### src/rtl/axis_i2s_transmitter.sv
// AXI-Stream to I2S transmitter: collects a left/right sample pair and serialises it
// MSB-first into two 32-bit slots, generating SCLK and LRCK from the system clock.
module axis_i2s_transmitter #(
  parameter int DATA_WIDTH = 24,
  parameter int SCLK_DIV   = 4
) (
  input  logic        clk,
  input  logic        reset,
  input  logic [31:0] s_axis_data,
  input  logic        s_axis_valid,
  output logic        s_axis_ready,
  input  logic        s_axis_last,
  output logic        i2s_sclk,
  output logic        i2s_lrck,
  output logic        i2s_sdata,
  output logic        underrun,
  output logic        sync_err
);

  localparam int DivW = $clog2(SCLK_DIV);

  typedef enum logic [1:0] {FILL_L, FILL_R, FULL} state_e;

  state_e                state_q, state_d;
  logic [DivW-1:0]       divCnt_q, divCnt_d;
  logic                  sclk_q, sclk_d;
  logic                  lrck_q, lrck_d;
  logic                  sdata_q, sdata_d;
  logic [5:0]            bitCnt_q, bitCnt_d;
  logic [DATA_WIDTH-1:0] leftHold_q, leftHold_d;
  logic [DATA_WIDTH-1:0] rightHold_q, rightHold_d;
  logic [DATA_WIDTH-1:0] leftShift_q, leftShift_d;
  logic [DATA_WIDTH-1:0] rightShift_q, rightShift_d;
  logic                  underrun_q, underrun_d;
  logic                  syncErr_q, syncErr_d;
  logic                  divTerm, sclkFall, frameStart;
  logic                  loadLeft, loadRight, loadPair, misaligned;

  if (DATA_WIDTH < 32) begin : gUnusedData
    logic unusedBits;
    assign unusedBits = ^s_axis_data[31:DATA_WIDTH];
  end

  assign divTerm    = (divCnt_q == DivW'(SCLK_DIV - 1));
  assign sclkFall   = divTerm && sclk_q;
  assign frameStart = sclkFall && (bitCnt_q == 6'd63);

  always_ff @(posedge clk) begin
    if (reset) state_q <= FILL_L;
    else       state_q <= state_d;
  end

  always_comb begin
    state_d = state_q;
    case (state_q)
      FILL_L:  if (s_axis_valid && !s_axis_last) state_d = FILL_R;
      FILL_R:  if (s_axis_valid && s_axis_last) state_d = FULL;
      FULL:    if (frameStart) state_d = FILL_L;
      default: state_d = FILL_L;
    endcase
  end

  // A pair completed on the frame-start clk is still FILL_R here, so it waits a frame.
  always_comb begin
    s_axis_ready = 1'b1;
    loadLeft     = 1'b0;
    loadRight    = 1'b0;
    loadPair     = 1'b0;
    misaligned   = 1'b0;
    case (state_q)
      FILL_L: begin
        if (s_axis_valid) begin
          if (s_axis_last) misaligned = 1'b1;
          else             loadLeft   = 1'b1;
        end
      end
      FILL_R: begin
        if (s_axis_valid) begin
          if (s_axis_last) begin
            loadRight = 1'b1;
          end else begin
            loadLeft   = 1'b1;
            misaligned = 1'b1;
          end
        end
      end
      FULL: begin
        s_axis_ready = 1'b0;
        loadPair     = frameStart;
      end
      default: s_axis_ready = 1'b0;
    endcase
  end

  always_comb begin
    divCnt_d     = divTerm ? '0 : divCnt_q + 1'b1;
    sclk_d       = divTerm ? ~sclk_q : sclk_q;
    bitCnt_d     = sclkFall ? bitCnt_q + 6'd1 : bitCnt_q;
    lrck_d       = bitCnt_d[5];
    leftHold_d   = loadLeft ? s_axis_data[DATA_WIDTH-1:0] : leftHold_q;
    rightHold_d  = loadRight ? s_axis_data[DATA_WIDTH-1:0] : rightHold_q;
    underrun_d   = frameStart && (state_q != FULL);
    syncErr_d    = misaligned;
    sdata_d      = sdata_q;
    leftShift_d  = leftShift_q;
    rightShift_d = rightShift_q;
    // Zero-fill shifting yields the trailing zero bits of each slot for free.
    if (sclkFall) begin
      if (frameStart) begin
        sdata_d      = 1'b0;
        leftShift_d  = loadPair ? leftHold_q : '0;
        rightShift_d = loadPair ? rightHold_q : '0;
      end else if (bitCnt_d[4:0] == 5'd0) begin
        sdata_d = 1'b0;
      end else if (!bitCnt_d[5]) begin
        sdata_d     = leftShift_q[DATA_WIDTH-1];
        leftShift_d = leftShift_q << 1;
      end else begin
        sdata_d      = rightShift_q[DATA_WIDTH-1];
        rightShift_d = rightShift_q << 1;
      end
    end
  end

  always_ff @(posedge clk) begin
    if (reset) begin
      divCnt_q     <= '0;
      sclk_q       <= 1'b0;
      lrck_q       <= 1'b0;
      sdata_q      <= 1'b0;
      bitCnt_q     <= '0;
      leftHold_q   <= '0;
      rightHold_q  <= '0;
      leftShift_q  <= '0;
      rightShift_q <= '0;
      underrun_q   <= 1'b0;
      syncErr_q    <= 1'b0;
    end else begin
      divCnt_q     <= divCnt_d;
      sclk_q       <= sclk_d;
      lrck_q       <= lrck_d;
      sdata_q      <= sdata_d;
      bitCnt_q     <= bitCnt_d;
      leftHold_q   <= leftHold_d;
      rightHold_q  <= rightHold_d;
      leftShift_q  <= leftShift_d;
      rightShift_q <= rightShift_d;
      underrun_q   <= underrun_d;
      syncErr_q    <= syncErr_d;
    end
  end

  assign i2s_sclk  = sclk_q;
  assign i2s_lrck  = lrck_q;
  assign i2s_sdata = sdata_q;
  assign underrun  = underrun_q;
  assign sync_err  = syncErr_q;

endmodule

### config.mk
export PLATFORM = sky130hd
export DESIGN_NAME = axis_i2s_transmitter
export DESIGN_NICKNAME = d
export VERILOG_FILES = /design/src/rtl/axis_i2s_transmitter.sv
export SDC_FILE = /design/constraint.sdc
export NUM_CORES = 1
export LEC_CHECK = 0
export ABC_AREA = 1
export BUFFER_PORTS_ARGS = -buffer_cell sky130_fd_sc_hd__buf_2
export CAP_MARGIN = 10
export CORE_ASPECT_RATIO = 1.1
export CORE_MARGIN = 5
export CORE_UTILIZATION = 54
export CTS_CLUSTER_SIZE = 16
export DETAILED_ROUTE_END_ITERATION = 10
export GPL_ROUTABILITY_DRIVEN = 0
export HOLD_SLACK_MARGIN = 0.05
export PLACE_DENSITY = 0.76
export SLEW_MARGIN = 20
export SYNTH_ARGS = -nofsm -noshare
export SYNTH_HDL_FRONTEND = slang
export SYNTH_SLANG_ARGS = --single-unit
### constraint.sdc
create_clock -name clk -period 1.68 [get_ports clk]
set_input_delay 0.084 -clock clk [delete_from_list [all_inputs] [get_ports clk]]
set_output_delay 0.084 -clock clk [all_outputs]
set_load 0.005 [all_outputs]
==> flow_metrics.tcl <==
set metrics [dict create \
    slew_viol_final 0 \
    row_count 37 \
    syn_to_final_growth_pct 34.94 \
    worstMarginPinSlew_ns 0.4514 \
    fill_cells 635 \
    cts_sinks 110 \
    syn_area_per_cell_um2 6.700 \
    yosys.area.top_type_share 0.4230 \
    ant_nets 0 \
    die-area_um2 11710 \
    grt_pass1_wl_um 25550 \
    min_period_over_period 1.239 \
    via_count 5900 \
    via_per_inst 6.027 \
    worstReg2RegEnd "leftShift_q[1]" \
    r2r_cells 12 \
    grt_pass1_vias 5254 \
    slowest_stage "dfxtp_2" \
    setup.worst_path.class "reg -> reg" \
    hold_depth 1 \
    critical_path.startpoint_type "flop" \
    cts_tree "yes" \
    routed_wl_um 18160 \
    drive_gt1_frac 0.2332 \
    p_leak_nw 2.911 \
    post-route-drc-count 0 \
    pin_count 42 \
    dr.pass1.iters 6 \
    ys_warn_count 0 \
    rsz0062_at_grt "true" \
    path_max_fanout 25 \
    clk_latency_ns 0.39 \
    htree_levels 3 \
    fin_setup_tns_ns -15.92 \
    pre_cts_slack_ns -0.1901 \
    fin_ws_ns -0.4018 \
    max-slew-margin-rel 0.6991 \
    dieWidth_um 103.6 \
    yosysUniqueCellTypes 27 \
    path_clk_slew_ns 0.10 \
    yosys-top-cells-area "dfxtp_1 (42%), nand2_1 (12%), nor2_1 (7.7%), a21oi_1 (7.7%), inv_1 (5.9%)" \
    synth_edf_count 0 \
    cts-root-buf "clkbuf_8" \
    finalSetupViolCount 48 \
    grt-ovfl-total 0 \
    dpl.cell_count 896 \
    clock-skew-final_ns 0.01099 \
    io_buffers 33 \
    drv_cap 0 \
    numCtsBuffers 9 \
    async_flop_share 0 \
    critPathCaptureType "flop" \
    antenna_found_initial 0 \
    required_ns 2.00 \
    peakVddDrop_mv 0.4087 \
    dr.first_iter.drc_count 630 \
    synth_top_cell_by_area "dfxtp_1" \
    synth_cells 777 \
    antenna_cells 0 \
    netlist_area_um2 5206 \
    path_cells "ha_4, nand2_8, buf_6, nor3_4, buf_4, buf_12, nand4_1, nand2_1, inv_1, nand3_2, nand2_2, nor2_1" \
    hold_violations 0 \
    min_period_ns 2.082 \
    synth_fp_nets 815 \
    initial_core_util 0.5540 \
    ys_seq_area_frac 0.4230 \
    core_um2 9398 \
    clock_path_buffers 2 \
    critPathArrivalTime_ns 2.40 \
    violations "negative setup slack" \
    nets 896 \
    ys_seq_elements 110 \
    reg2reg_from "divCnt_q[0]" \
    wl_per_cell_um 18.55 \
    final_cells 979 \
    grt.total_usage 0.2598 \
    p_per_area_nw_per_um2 672.7 \
    reg2reg_slack_ns -0.40 \
    slowest_delay_ns 0.37 \
    layout_common_cells "nand2_1 (151), dfxtp_1 (105), nor2_1 (102), inv_1 (82), o21ai_0 (51)" \
    grt_max_degree 52 \
    die_h_um 113.0 \
    layout_commonest_cell "nand2_1" \
    ys.flop_type "dfxtp_1" \
    min-delay-start "divCnt_q[0]" \
    dp_hpwl_um 7396 \
    min_to "divCnt_q[0]" \
    fmaxAchievable_mhz 480.4 \
    status "complete, but fails checks" \
    min_path_type "reg -> reg" \
]
[report_power, final]
group          switching, W  internal (W)  leakage [nW]  total, W
combinational      0.000245      0.000198          1.93  0.000443
clock              0.000983      0.000562        0.0886   0.00154
sequential        0.0000539       0.00268         0.895   0.00274
[worst max path at each step]
| stage | start | endpoint | slack (ns) | depth (start not counted) |
|---|---|---|---|---|
| 6_report | divCnt_q[0] | leftShift_q[1] | -0.40 | 12 |
| 5_1_grt | divCnt_q[0] | leftShift_q[1] | -0.45 | 12 |
| 4_1_cts | divCnt_q[1] | rightShift_q[22] | -0.17 | 12 |
| 3_5_place_dp | bitCnt_q[0] | leftShift_q[2] | -0.19 | 9 |
| 3_3_place_gp | bitCnt_q[0] | leftShift_q[2] | -0.10 | 9 |
| 2_1_floorplan | divCnt_q[0] | rightShift_q[0] | 0.01 | 12 |
[registers in the layout, indices dropped and copies added (netlist names)]
| name | count |
|---|---|
| bitCnt_q | 5 |
| divCnt_q | 2 |
| i2s_lrck | 1 |
| i2s_sclk | 1 |
| i2s_sdata | 1 |
| leftHold_q | 24 |
| leftShift_q | 24 |
| rightHold_q | 24 |
| rightShift_q | 24 |
| state_q | 2 |
| sync_err | 1 |
| underrun | 1 |
[stage by stage]
| stage | hold WS [ns] | instance area [um^2] | power [W] | util |
|---|---|---|---|---|
| after CTS | 0.4417 | 6563 | 0.004672 | 0.6983 |
| after global placement | 0.3457 | 5587 | 0.003088 | 0.5945 |
| after global routing | 0.4564 | 7025 | 0.004898 | 0.7476 |
| final | 0.4449 | 7025 | 0.004726 | 0.7476 |
| after detailed placement | 0.3526 | 5587 | 0.003105 | 0.5945 |
| after floorplan | 0.1625 | 5224 | 0.002984 | - |
[synth_stat cells (all sizes together), types with 2 or more instances]
master,instances
o21ai,52
clkbuf,27
buf,33
dfxtp,110
nor2,108
a21oi,81
inv,84
nor3,4
ha,2
nand4,47
nand2,165
nand3,59
[cell type report]
cell class / count / area, um^2 / area share
Timing Repair inverter: 1 / 6.256 / 0.0008905
Sequential cell: 110 / 2208 / 0.3143
Timing Repair Buffer: 129 / 1415 / 0.2014
Inverter: 85 / 329.1 / 0.04684
Multi-Input combinational cell: 522 / 2743 / 0.3904
Clock buffer: 9 / 123.9 / 0.01763
Clock inverter: 6 / 53.80 / 0.007658
Tap cell: 117 / 146.4 / 0.02084
[what timing repair did]
action                                 CTS  global route
endpoints found under the hold margin   54             0
pin swaps                                3            44
gates resized for setup                 49            57
setup endpoints to repair               48            48
hold buffers                            27             0
gates cloned                             8            13
buffers inserted                        14            10
[kinds of logic (layout without fill, tap and decap cells)]
| group | after synthesis | after routing | share of synthesized area |
|---|---|---|---|
| AO/OA/AOI/OAI | 134 | 134 | 0.1300 |
| adder cells (fa/ha/maj) | 2 | 2 | 0.004806 |
| buffers and inverters | 145 | 230 | 0.1214 |
| flip-flops | 110 | 110 | 0.4230 |
| AND/OR/NAND/NOR | 386 | 386 | 0.3208 |
[per-layer routing]
layer  vias to the layer above  routed length, um  global-route usage
li1                       2677                  -                   -
met1                      2708               6643              0.3175
met2                       413               8730              0.4528
met3                       102               1840             0.05248
met4                         0                947             0.09361
met5                         -                  0                   0
[worst max-delay path: cells and delay by family, from the launching register on]
family	cells	cell delay (ns)
flops	1	0.37
buf+inv	4	0.59
fa+ha+maj	1	0.20
simple gates	7	0.86
Note: power is estimated with default switching activity, not from simulation.
